--- src/rtl/mmc1_pkg.sv ---
// Shared types and constants for the MMC1 mapper: register select codes,
// reset value of the control register and the nametable mirroring codes.
package mmc1_pkg;

  typedef enum logic [1:0] {
    SEL_CTRL = 2'd0,
    SEL_CHR0 = 2'd1,
    SEL_CHR1 = 2'd2,
    SEL_PRG  = 2'd3
  } reg_sel_e;

  localparam logic [4:0] CTRL_RST = 5'h0C;

  // Mirroring codes understood by the nametable logic; 1A/1B are one-screen.
  localparam logic [2:0] MIRR_HOR = 3'd0;
  localparam logic [2:0] MIRR_VER = 3'd1;
  localparam logic [2:0] MIRR_4   = 3'd2;
  localparam logic [2:0] MIRR_1A  = 3'd3;
  localparam logic [2:0] MIRR_1B  = 3'd4;

  function automatic logic [2:0] mirr_decode(input logic [1:0] m);
    logic [2:0] r;
    case (m)
      2'd0:    r = MIRR_1A;
      2'd1:    r = MIRR_1B;
      2'd2:    r = MIRR_VER;
      default: r = MIRR_HOR;
    endcase
    return r;
  endfunction

endpackage

--- src/rtl/mmc1_if.sv ---
// Cartridge-side bus bundle for the MMC1 mapper: CPU/PPU buses, PRG/CHR
// memory ports, iNES header and mirroring/irq outputs.
interface mmc1_if;
  logic [15:0]  memaddr;
  logic [7:0]   memwdata;
  logic         memwr;
  logic         prgreq;
  logic [7:0]   prgrdata;
  logic         prgack;

  logic [13:0]  vmemaddr;
  logic [7:0]   vmemwdata;
  logic         vmemwr;
  logic         chrreq;
  logic [7:0]   chrrdata;
  logic         chrack;

  logic [20:0]  promaddr;
  logic         promreq;
  logic [7:0]   promdata;
  logic         promack;

  logic [20:0]  cromaddr;
  logic         cromreq;
  logic [7:0]   cromdata;
  logic         cromack;

  logic [12:0]  chrramaddr;
  logic [7:0]   chrramwdata;
  logic         chrramwr;
  logic         chrramreq;
  logic [7:0]   chrramrdata;
  logic         chrramack;

  logic [127:0] header;
  logic [2:0]   mirr;
  logic         irq;

  modport slave (
    input  memaddr, memwdata, memwr, prgreq,
    output prgrdata, prgack,
    input  vmemaddr, vmemwdata, vmemwr, chrreq,
    output chrrdata, chrack,
    output promaddr, promreq,
    input  promdata, promack,
    output cromaddr, cromreq,
    input  cromdata, cromack,
    output chrramaddr, chrramwdata, chrramwr, chrramreq,
    input  chrramrdata, chrramack,
    input  header,
    output mirr, irq
  );

  modport master (
    output memaddr, memwdata, memwr, prgreq,
    input  prgrdata, prgack,
    output vmemaddr, vmemwdata, vmemwr, chrreq,
    input  chrrdata, chrack,
    input  promaddr, promreq,
    output promdata, promack,
    input  cromaddr, cromreq,
    output cromdata, cromack,
    input  chrramaddr, chrramwdata, chrramwr, chrramreq,
    output chrramrdata, chrramack,
    output header,
    input  mirr, irq
  );
endinterface

--- src/rtl/mmc1_shift.sv ---
// MMC1 serial loader: write-edge detect, 5-bit LSB-first shift register and
// write count, producing a one-cycle load strobe with target select and value.
module mmc1_shift
  import mmc1_pkg::*;
(
  input  logic     clk,
  input  logic     reset,
  input  logic     memwr_i,
  input  logic     addr15_i,
  input  logic [1:0] addrsel_i,
  input  logic     wbit7_i,
  input  logic     wbit0_i,
  output logic     load_o,
  output logic     clr_o,
  output reg_sel_e sel_o,
  output logic [4:0] val_o
);

  logic       memwr_q;
  logic [4:0] shift_q, shift_d;
  logic [2:0] cnt_q, cnt_d;
  logic       wr_evt;

  // A held memwr only counts on its first cycle.
  assign wr_evt = memwr_i & ~memwr_q & addr15_i;

  always_comb begin
    shift_d = shift_q;
    cnt_d   = cnt_q;
    load_o  = 1'b0;
    clr_o   = 1'b0;
    if (wr_evt) begin
      if (wbit7_i) begin
        shift_d = '0;
        cnt_d   = '0;
        clr_o   = 1'b1;
      end else if (cnt_q == 3'd4) begin
        shift_d = '0;
        cnt_d   = '0;
        load_o  = 1'b1;
      end else begin
        shift_d = {wbit0_i, shift_q[4:1]};
        cnt_d   = cnt_q + 3'd1;
      end
    end
  end

  assign sel_o = reg_sel_e'(addrsel_i);
  assign val_o = {wbit0_i, shift_q[4:1]};

  always_ff @(posedge clk or posedge reset) begin
    if (reset) begin
      memwr_q <= 1'b0;
      shift_q <= '0;
      cnt_q   <= '0;
    end else begin
      memwr_q <= memwr_i;
      shift_q <= shift_d;
      cnt_q   <= cnt_d;
    end
  end

endmodule

--- src/rtl/mmc1.sv ---
// MMC1 (SxROM) mapper top: bank registers, PRG/CHR address mapping, CHR
// ROM/RAM steering and runtime nametable mirroring.
module mmc1
  import mmc1_pkg::*;
#(
  parameter int PRG_BANK_W = 4,
  parameter int CHR_BANK_W = 5
) (
  input logic  clk,
  input logic  reset,
  mmc1_if.slave bus
);

  logic       load, clr;
  reg_sel_e   sel;
  logic [4:0] val;

  logic [4:0] ctrl_q, ctrl_d;
  logic [4:0] chr0_q, chr0_d;
  logic [4:0] chr1_q, chr1_d;
  logic [4:0] prg_q, prg_d;

  mmc1_shift u_shift (
    .clk       (clk),
    .reset     (reset),
    .memwr_i   (bus.memwr),
    .addr15_i  (bus.memaddr[15]),
    .addrsel_i (bus.memaddr[14:13]),
    .wbit7_i   (bus.memwdata[7]),
    .wbit0_i   (bus.memwdata[0]),
    .load_o    (load),
    .clr_o     (clr),
    .sel_o     (sel),
    .val_o     (val)
  );

  always_comb begin
    ctrl_d = ctrl_q;
    chr0_d = chr0_q;
    chr1_d = chr1_q;
    prg_d  = prg_q;
    if (clr) ctrl_d[3:2] = 2'b11;
    if (load) begin
      case (sel)
        SEL_CTRL: ctrl_d = val;
        SEL_CHR0: chr0_d = val;
        SEL_CHR1: chr1_d = val;
        default:  prg_d  = val;
      endcase
    end
  end

  always_ff @(posedge clk or posedge reset) begin
    if (reset) begin
      ctrl_q <= CTRL_RST;
      chr0_q <= '0;
      chr1_q <= '0;
      prg_q  <= '0;
    end else begin
      ctrl_q <= ctrl_d;
      chr0_q <= chr0_d;
      chr1_q <= chr1_d;
      prg_q  <= prg_d;
    end
  end

  // PRG mapping; the header bank count is a power of two so count-1 is a mask.
  logic [PRG_BANK_W-1:0] prg_mask, prg_sel, prg_bank;
  logic                  a14;

  assign prg_mask = PRG_BANK_W'(bus.header[39:32] - 8'd1);
  assign prg_sel  = prg_q[PRG_BANK_W-1:0];
  assign a14      = bus.memaddr[14];

  always_comb begin
    case (ctrl_q[3:2])
      2'b10:   prg_bank = a14 ? prg_sel : '0;
      2'b11:   prg_bank = a14 ? prg_mask : prg_sel;
      default: prg_bank = {prg_sel[PRG_BANK_W-1:1], a14};
    endcase
  end

  assign bus.promaddr = 21'({prg_bank & prg_mask, bus.memaddr[13:0]});
  assign bus.promreq  = bus.prgreq;
  assign bus.prgack   = bus.promack;
  assign bus.prgrdata = bus.promdata;

  // CHR mapping in 4 KB units; 8 KB mode ignores chr0 bit 0.
  logic [CHR_BANK_W-1:0] chr_bank;
  logic                  v12, chr_ram;

  assign v12     = bus.vmemaddr[12];
  assign chr_ram = (bus.header[47:40] == 8'd0);

  always_comb begin
    if (ctrl_q[4]) chr_bank = v12 ? chr1_q[CHR_BANK_W-1:0] : chr0_q[CHR_BANK_W-1:0];
    else           chr_bank = {chr0_q[CHR_BANK_W-1:1], v12};
  end

  assign bus.cromaddr    = 21'({chr_bank, bus.vmemaddr[11:0]});
  assign bus.chrramaddr  = {chr_bank[0], bus.vmemaddr[11:0]};
  assign bus.cromreq     = bus.chrreq & ~chr_ram;
  assign bus.chrramreq   = bus.chrreq & chr_ram;
  assign bus.chrramwr    = bus.vmemwr;
  assign bus.chrramwdata = bus.vmemwdata;
  assign bus.chrack      = chr_ram ? bus.chrramack : bus.cromack;
  assign bus.chrrdata    = chr_ram ? bus.chrramrdata : bus.cromdata;

  assign bus.mirr = mirr_decode(ctrl_q[1:0]);
  assign bus.irq  = 1'b0;

  logic unused_bits;
  assign unused_bits = ^{bus.memwdata[6:1], bus.header[127:48], bus.header[31:0],
                         bus.vmemaddr[13], prg_q[4]};

endmodule

--- src/flat_wrapper.sv ---
// flat-port wrapper written by rule: the top's interface ports become plain ports
module mmc1_flat import mmc1_pkg::*;
#(
  parameter int PRG_BANK_W = 4,
  parameter int CHR_BANK_W = 5
)
  (clk, reset, bus_memaddr, bus_memwdata, bus_memwr, bus_prgreq, bus_prgrdata, bus_prgack, bus_vmemaddr, bus_vmemwdata, bus_vmemwr, bus_chrreq, bus_chrrdata, bus_chrack, bus_promaddr, bus_promreq, bus_promdata, bus_promack, bus_cromaddr, bus_cromreq, bus_cromdata, bus_cromack, bus_chrramaddr, bus_chrramwdata, bus_chrramwr, bus_chrramreq, bus_chrramrdata, bus_chrramack, bus_header, bus_mirr, bus_irq);
  mmc1_if bus_i ();
  input logic clk;
  input logic reset;
  input wire logic [$bits(bus_i.memaddr)-1:0] bus_memaddr;
  input wire logic [$bits(bus_i.memwdata)-1:0] bus_memwdata;
  input wire logic [$bits(bus_i.memwr)-1:0] bus_memwr;
  input wire logic [$bits(bus_i.prgreq)-1:0] bus_prgreq;
  output wire logic [$bits(bus_i.prgrdata)-1:0] bus_prgrdata;
  output wire logic [$bits(bus_i.prgack)-1:0] bus_prgack;
  input wire logic [$bits(bus_i.vmemaddr)-1:0] bus_vmemaddr;
  input wire logic [$bits(bus_i.vmemwdata)-1:0] bus_vmemwdata;
  input wire logic [$bits(bus_i.vmemwr)-1:0] bus_vmemwr;
  input wire logic [$bits(bus_i.chrreq)-1:0] bus_chrreq;
  output wire logic [$bits(bus_i.chrrdata)-1:0] bus_chrrdata;
  output wire logic [$bits(bus_i.chrack)-1:0] bus_chrack;
  output wire logic [$bits(bus_i.promaddr)-1:0] bus_promaddr;
  output wire logic [$bits(bus_i.promreq)-1:0] bus_promreq;
  input wire logic [$bits(bus_i.promdata)-1:0] bus_promdata;
  input wire logic [$bits(bus_i.promack)-1:0] bus_promack;
  output wire logic [$bits(bus_i.cromaddr)-1:0] bus_cromaddr;
  output wire logic [$bits(bus_i.cromreq)-1:0] bus_cromreq;
  input wire logic [$bits(bus_i.cromdata)-1:0] bus_cromdata;
  input wire logic [$bits(bus_i.cromack)-1:0] bus_cromack;
  output wire logic [$bits(bus_i.chrramaddr)-1:0] bus_chrramaddr;
  output wire logic [$bits(bus_i.chrramwdata)-1:0] bus_chrramwdata;
  output wire logic [$bits(bus_i.chrramwr)-1:0] bus_chrramwr;
  output wire logic [$bits(bus_i.chrramreq)-1:0] bus_chrramreq;
  input wire logic [$bits(bus_i.chrramrdata)-1:0] bus_chrramrdata;
  input wire logic [$bits(bus_i.chrramack)-1:0] bus_chrramack;
  input wire logic [$bits(bus_i.header)-1:0] bus_header;
  output wire logic [$bits(bus_i.mirr)-1:0] bus_mirr;
  output wire logic [$bits(bus_i.irq)-1:0] bus_irq;
  assign bus_i.memaddr = bus_memaddr;
  assign bus_i.memwdata = bus_memwdata;
  assign bus_i.memwr = bus_memwr;
  assign bus_i.prgreq = bus_prgreq;
  assign bus_prgrdata = bus_i.prgrdata;
  assign bus_prgack = bus_i.prgack;
  assign bus_i.vmemaddr = bus_vmemaddr;
  assign bus_i.vmemwdata = bus_vmemwdata;
  assign bus_i.vmemwr = bus_vmemwr;
  assign bus_i.chrreq = bus_chrreq;
  assign bus_chrrdata = bus_i.chrrdata;
  assign bus_chrack = bus_i.chrack;
  assign bus_promaddr = bus_i.promaddr;
  assign bus_promreq = bus_i.promreq;
  assign bus_i.promdata = bus_promdata;
  assign bus_i.promack = bus_promack;
  assign bus_cromaddr = bus_i.cromaddr;
  assign bus_cromreq = bus_i.cromreq;
  assign bus_i.cromdata = bus_cromdata;
  assign bus_i.cromack = bus_cromack;
  assign bus_chrramaddr = bus_i.chrramaddr;
  assign bus_chrramwdata = bus_i.chrramwdata;
  assign bus_chrramwr = bus_i.chrramwr;
  assign bus_chrramreq = bus_i.chrramreq;
  assign bus_i.chrramrdata = bus_chrramrdata;
  assign bus_i.chrramack = bus_chrramack;
  assign bus_i.header = bus_header;
  assign bus_mirr = bus_i.mirr;
  assign bus_irq = bus_i.irq;
  mmc1 #(.PRG_BANK_W(PRG_BANK_W), .CHR_BANK_W(CHR_BANK_W)) u_core (.clk(clk), .reset(reset), .bus(bus_i));
endmodule
--- config.mk ---
export PLATFORM = sky130hd
export DESIGN_NAME = mmc1_flat
export DESIGN_NICKNAME = d
export VERILOG_FILES = /design/src/rtl/mmc1_pkg.sv /design/src/rtl/mmc1_if.sv /design/src/rtl/mmc1_shift.sv /design/src/rtl/mmc1.sv /design/src/flat_wrapper.sv
export SDC_FILE = /design/constraint.sdc
export NUM_CORES = 1
export LEC_CHECK = 0
export CAP_MARGIN = 15
export CORE_AREA = 2 2 115 117
export DETAILED_ROUTE_END_ITERATION = 16
export DIE_AREA = 0 0 117 119
export GPL_TIMING_DRIVEN = 0
export SLEW_MARGIN = 15
export SYNTH_ARGS = -nofsm -noshare
export SYNTH_HDL_FRONTEND = slang
export SYNTH_HIERARCHICAL = 1
export SYNTH_SLANG_ARGS = --single-unit
--- constraint.sdc ---
create_clock -name clk -period 1.6 [get_ports clk]
set_input_delay 0.32 -clock clk [delete_from_list [all_inputs] [get_ports clk]]
set_output_delay 0.32 -clock clk [all_outputs]
set_load 0.01 [all_outputs]
---- Word-level counts from Yosys, hierarchy flattened ----
Index checks and enable logic that the tools add are counted.
W data, S select, Z words.
storage, ports and cells
  flip-flop bits (word level) ............. 28
  bits of input ports ..................... 207
  word-level logic and storage cells ...... 53
  output and inout port bits .............. 89
operators by class
  eq/ne operators ......................... 7
  reduce and logical (&&, ||, !) cells .... 8
  multiplexer cells ....................... 20
  add/sub/neg operators ................... 2
  bitwise operators ....................... 8
operators with widths
  cell                   number
  $mux W5                4
  $mux W4                4
  $pmux W3 S3            1
  $eq A2 B2 Y1 const B   4
  $logic_not A8 Y1       1
  $mux W8                1
  $pmux W4 S2            1
  $reduce_and A2 Y1      4
  $mux W1                6
  $mux W3                2
  $and A1 B1 Y1          4
  $and A4 B4 Y4          1
  $eq A2 B1 Y1 const B   2
  $logic_not A2 Y1       2
  $sub A4 B1 Y4 const B  1
  $add A3 B1 Y3 const B  1
  $eq A3 B3 Y1 const B   1
  $not A1 Y1             3
  $reduce_or A3 Y1       1
  $mux W2                1

---- Logic depth before layout (Yosys ltp) ----
  depth after elaboration ................. 7
  depth in mapped cells ................... 7

---- Modules after synthesis ----
The synthesis kept the hierarchy.
modules (own cells, without submodules)
  module      seq. area each (µm²)  times used  area an instance (µm²)  cells each
  mmc1        478.0                 1           1,607.8                 162
  mmc1_shift  200.2                 1           415.4                   34

---- Worst setup path before layout ----
Ideal clock, no wire load.
  path type ............................... reg2reg
  from .................................... register u_core.u_shift.memwr_q
  to ...................................... register u_core.ctrl_q[1]
  path buffers ............................ 1
  data required time ...................... 1.475 ns
  stages on the path, launching flop included .. 6
  slack ................................... -0.212 ns
  arrival time ............................ 1.687 ns
  cells stage by stage .................... dfrtp_1 nand3b_4 buf_6 nor3_1 nor3b_2 mux2_2
between the ends
  cells in the longest elaborated chain, start to end .. 5
RTL lines
  element                             RTL line          RTL
  from (decl)                         mmc1_shift.sv:19  logic memwr_q;
  from (signal assigned)              mmc1_shift.sv:57  memwr_q <= memwr_i;
  $not A1 Y1                          mmc1_shift.sv:25  assign wr_evt = memwr_i & ~memwr_q & addr15_i;
  $and A1 B1 Y1 (2 in series)         mmc1_shift.sv:25
  $mux W1                             mmc1_shift.sv:32  if (wr_evt) begin
  net u_core.load                     mmc1.sv:14        logic load, clr;
  $reduce_and A2 Y1 (no source line)  n/a
  to (signal assigned)                mmc1.sv:60        ctrl_q <= ctrl_d;
  to (decl)                           mmc1.sv:18        logic [4:0] ctrl_q, ctrl_d;
The timed path passes the listed nets, and every way through them passes these cells.
A chain may end at the register's enable or synchronous reset.

---- Final worst setup path ----
  from .................................... input port bus_header[46]
  to ...................................... output port bus_chrrdata[0]
between the ends
  cells in the longest elaborated chain, start to end .. 2
RTL lines
  element           RTL line            RTL
  from (decl)       flat_wrapper.sv:37  input wire logic [$bits(bus_i.header)-1:0] bus_header;
  $logic_not A8 Y1  mmc1.sv:93          assign chr_ram = (bus.header[47:40] == 8'd0);
  $mux W8           mmc1.sv:107         assign bus.chrrdata = chr_ram ? bus.chrramrdata : bus.cromdata;
  to (decl)         flat_wrapper.sv:21  output wire logic [$bits(bus_i.chrrdata)-1:0] bus_chrrdata;
No other way between the ends.

==> key figures <==
Detailed routing
  • Vias per cell: 3.58
  • Post-route DRC: 0
  • Number of violations reported at the end of detailed-routing iteration 0: 21
  • Vias: 1914
  • Average routed wire per standard cell: 14.0 microns
  • Final WL: 7470 microns
  • Number of routed nets with antenna violations: 0
  • Pre-Repair DR Iteration Count: 4

Power
  • Power density over cell area: 590 nW/um^2
  • Total power consumption of the routed design: 2.37 mW
  • Largest voltage drop on the vdd net: 0.626 mV
  • Leakage power figure: 1.97 nW

Cells and area
  • # nets final: 567
  • Final std cells w/o fill: 534
  • Core occupancy in the finished layout: 0.312
  • Fraction of layout cells with a size suffix above 1: 0.565
  • Commonest cells after routing, fill and taps aside: sky130_fd_sc_hd__buf_4 (82), sky130_fd_sc_hd__clkdlybuf4s50_1 (79), sky130_fd_sc_hd__buf_6 (34)
  • Area growth from synthesis to layout: 98.3%
  • Leading cell type in the layout, fill and taps excluded: sky130_fd_sc_hd__buf_4

Synth
  • Number of enable flip-flop cells after synthesis: 0
  • Cell count after synthesis: 196
  • Post-synth design cell area: 2020 sq um
  • Count of yosys warnings during synthesis: 6
  • Fraction of registers with async set or reset after synthesis: 1.00
  • #FFs+latches synth: 27
  • Netlist cell types: 30
  • Synth Area per Inst: 10.3 sq um
  • Portion of the post-synthesis area used by sequential elements: 0.335
  • Top_reg_cell synth: sky130_fd_sc_hd__dfrtp_1

Floorplanning
  • Chip width: 117 microns
  • Die Footprint: 13900 sq um
  • Initial core utilization: 0.157
  • Die Height: 119 microns
  • Floorplan Core Area: 12900 sq um
  • Number of rows in the core area: 42
  • Top-level I/O count: 296

Global route
  • GRT overflow: 0
  • Wire length of the first global-routing pass: 10000 microns
  • Maximum number of pins on one net before global-route repair: 20
  • Via count of the first global-routing pass: 1897
  • Antenna violations before repair: 4
  • Combined global-route utilization of all metal layers: 0.0979

Timing
  • Worst clock skew on the final layout: 3.30 ps
  • Setup repair after global routing missed its margin: true
  • Worst hold-check slack: 330 ps
  • Final hold violation count: 0
  • Final worst path period share: 1.12
  • Final worst path period need: 1790 ps
  • Max_slew headroom: 0.524
  • Setup Viol. Count Final: 23
  • Max Fclk: 559 MHz
  • Final Max Tran Viols: 0
  • Min setup slack post-route: -188 ps
  • Slew at the pin closest to its max-slew limit: 714 ps

Place
  • Placed Cells incl. Taps: 498
  • Post-Place Setup Slack: -927 ps
  • # port buffers: 119
  • Final Wtd Congestion: 0.732
  • Detailed-placement wirelength estimate: 6130 microns

Clocking
  • Total of hold buffers inserted after clock tree synthesis: 0
  • Register clock-pin slew on the reported worst setup and hold paths: 60 ps
  • Clock latency on the worst-skew pair: 260 ps
  • Maximum buffer depth of the clock tree: 2
  • CTS buffer count: 3
  • Clock Sink Count: 27
  • CTS tree: done
  • Buffer cell driving the clock tree root: sky130_fd_sc_hd__clkbuf_16
  • CTS HTree Levels: 1

Setup path
  • Arrival time of the worst setup path: 1470 ps
  • Worst endpoint required time: 1280 ps
  • Kind of start point of the critical path: primary input
  • Category of the critical setup timing path: in2out
  • FF-to-FF path depth: 5
  • Crit Path Max Fanout: 4
  • Capturing element type of the critical path: output port

Status
  • Run status: finished, violations left
  • Violations in the final reports: negative setup slack

Worst hold path
  • Path class of the lowest-slack min-delay path: in2async

Flow run
  • Max cap viols: 0
## flip-flops by register name (all words and copies together) (netlist names)
name / flops
u_core/chr1_q: 5
u_core/u_shift/shift_q: 4
u_core/chr0_q: 5
u_core/prg_q: 4
u_core/u_shift/cnt_q: 3
u_core/u_shift/memwr_q: 1
u_core/ctrl_q: 5
## stage by stage
step,setup TNS [ps],cell area (sq um)
after floorplan,-54.2,2070
after global placement,-24100,3490
after detailed placement,-24880,3490
after CTS,-2550,3890
after global routing,-4700,4010
final,-2360,4010
## path summary, 6_finish.rpt
check                                            start                endpoint  slack, ps
worst min register to register        u_core/chr1_q[2]        u_core/chr1_q[2]        510
max in group asynchronous                        reset         u_core/prg_q[2]        640
worst max-delay path                    bus_header[46]         bus_chrrdata[0]       -190
min in group clk                             bus_memwr  u_core/u_shift/memwr_q        360
worst max register to register  u_core/u_shift/memwr_q        u_core/ctrl_q[4]        -80
worst min-delay path                             reset  u_core/u_shift/memwr_q        330
## Yosys cell counts (3+ instances only)
cell type                 number  area [sq um]
sky130_fd_sc_hd__nor3_1        3          15.0
sky130_fd_sc_hd__ha_1          3          37.5
sky130_fd_sc_hd__inv_1         9          33.8
sky130_fd_sc_hd__o21ai_0       7          35.0
sky130_fd_sc_hd__nor2_1        8          30.0
sky130_fd_sc_hd__a21oi_1       5          25.0
sky130_fd_sc_hd__buf_4        69           518
sky130_fd_sc_hd__mux2_2       21           236
sky130_fd_sc_hd__mux2_4        9           135
sky130_fd_sc_hd__dfrtp_1      25           626
sky130_fd_sc_hd__nand2_1      10          37.5
sky130_fd_sc_hd__a22o_2        4          40.0
## logic make-up (layout without fill, tap and decap cells)
| family | Yosys count | in the layout | share of synthesized area |
|---|---|---|---|
| buffers and inverters | 79 | 231 | 0.278 |
| muxes | 30 | 30 | 0.184 |
| DFF | 27 | 27 | 0.335 |
| and+or+nand+nor | 36 | 37 | 0.116 |
| xor gates and xnor gates | 2 | 2 | 0.00866 |
| other | 1 | 10 | 0.00185 |
| AOI/OAI and AO/OA | 18 | 18 | 0.0575 |
| adders and majority gates | 3 | 3 | 0.0186 |
## cell type report
class / count / area [sq um]
antenna: 2 / 5.00
buffer: 70 / 533
clock buffer: 4 / 78.8
fill: 1314 / 8860
inverter: 9 / 33.8
multi-input combinational: 98 / 1010
sequential: 27 / 678
tap: 176 / 220
timing repair buffer: 148 / 1450
## where the power goes
part           leakage [nW]  internal [mW]  switching, mW
Clock                0.0382          0.341          0.221
Combinational          1.58          0.615          0.359
Sequential            0.358          0.757         0.0752
## worst max-delay path, cell delays in order
cell and delay (ps):
sky130_fd_sc_hd__buf_6 100, sky130_fd_sc_hd__nor4_4 250, sky130_fd_sc_hd__buf_4 180, sky130_fd_sc_hd__nand2_4 80, sky130_fd_sc_hd__buf_6 130, sky130_fd_sc_hd__mux2_4 290
sky130_fd_sc_hd__buf_6 120
## routing by layer
metal  wire, microns  vias to the layer above  track usage
met4              47                        4       0.0199
met1            2600                      874       0.0972
met5              27                        -            0
met3            1590                        8       0.0850
met2            3200                      120        0.155
li1                -                      908            -
## what timing repair did
item / in CTS / in global routing
setup endpoints to repair: 43 / 40
pin swaps: 16 / 15
gates cloned: 1 / 0
setup buffers: 25 / 5
resized for setup: 183 / 24
No activity file was read; power rests on OpenSTA's default activity.
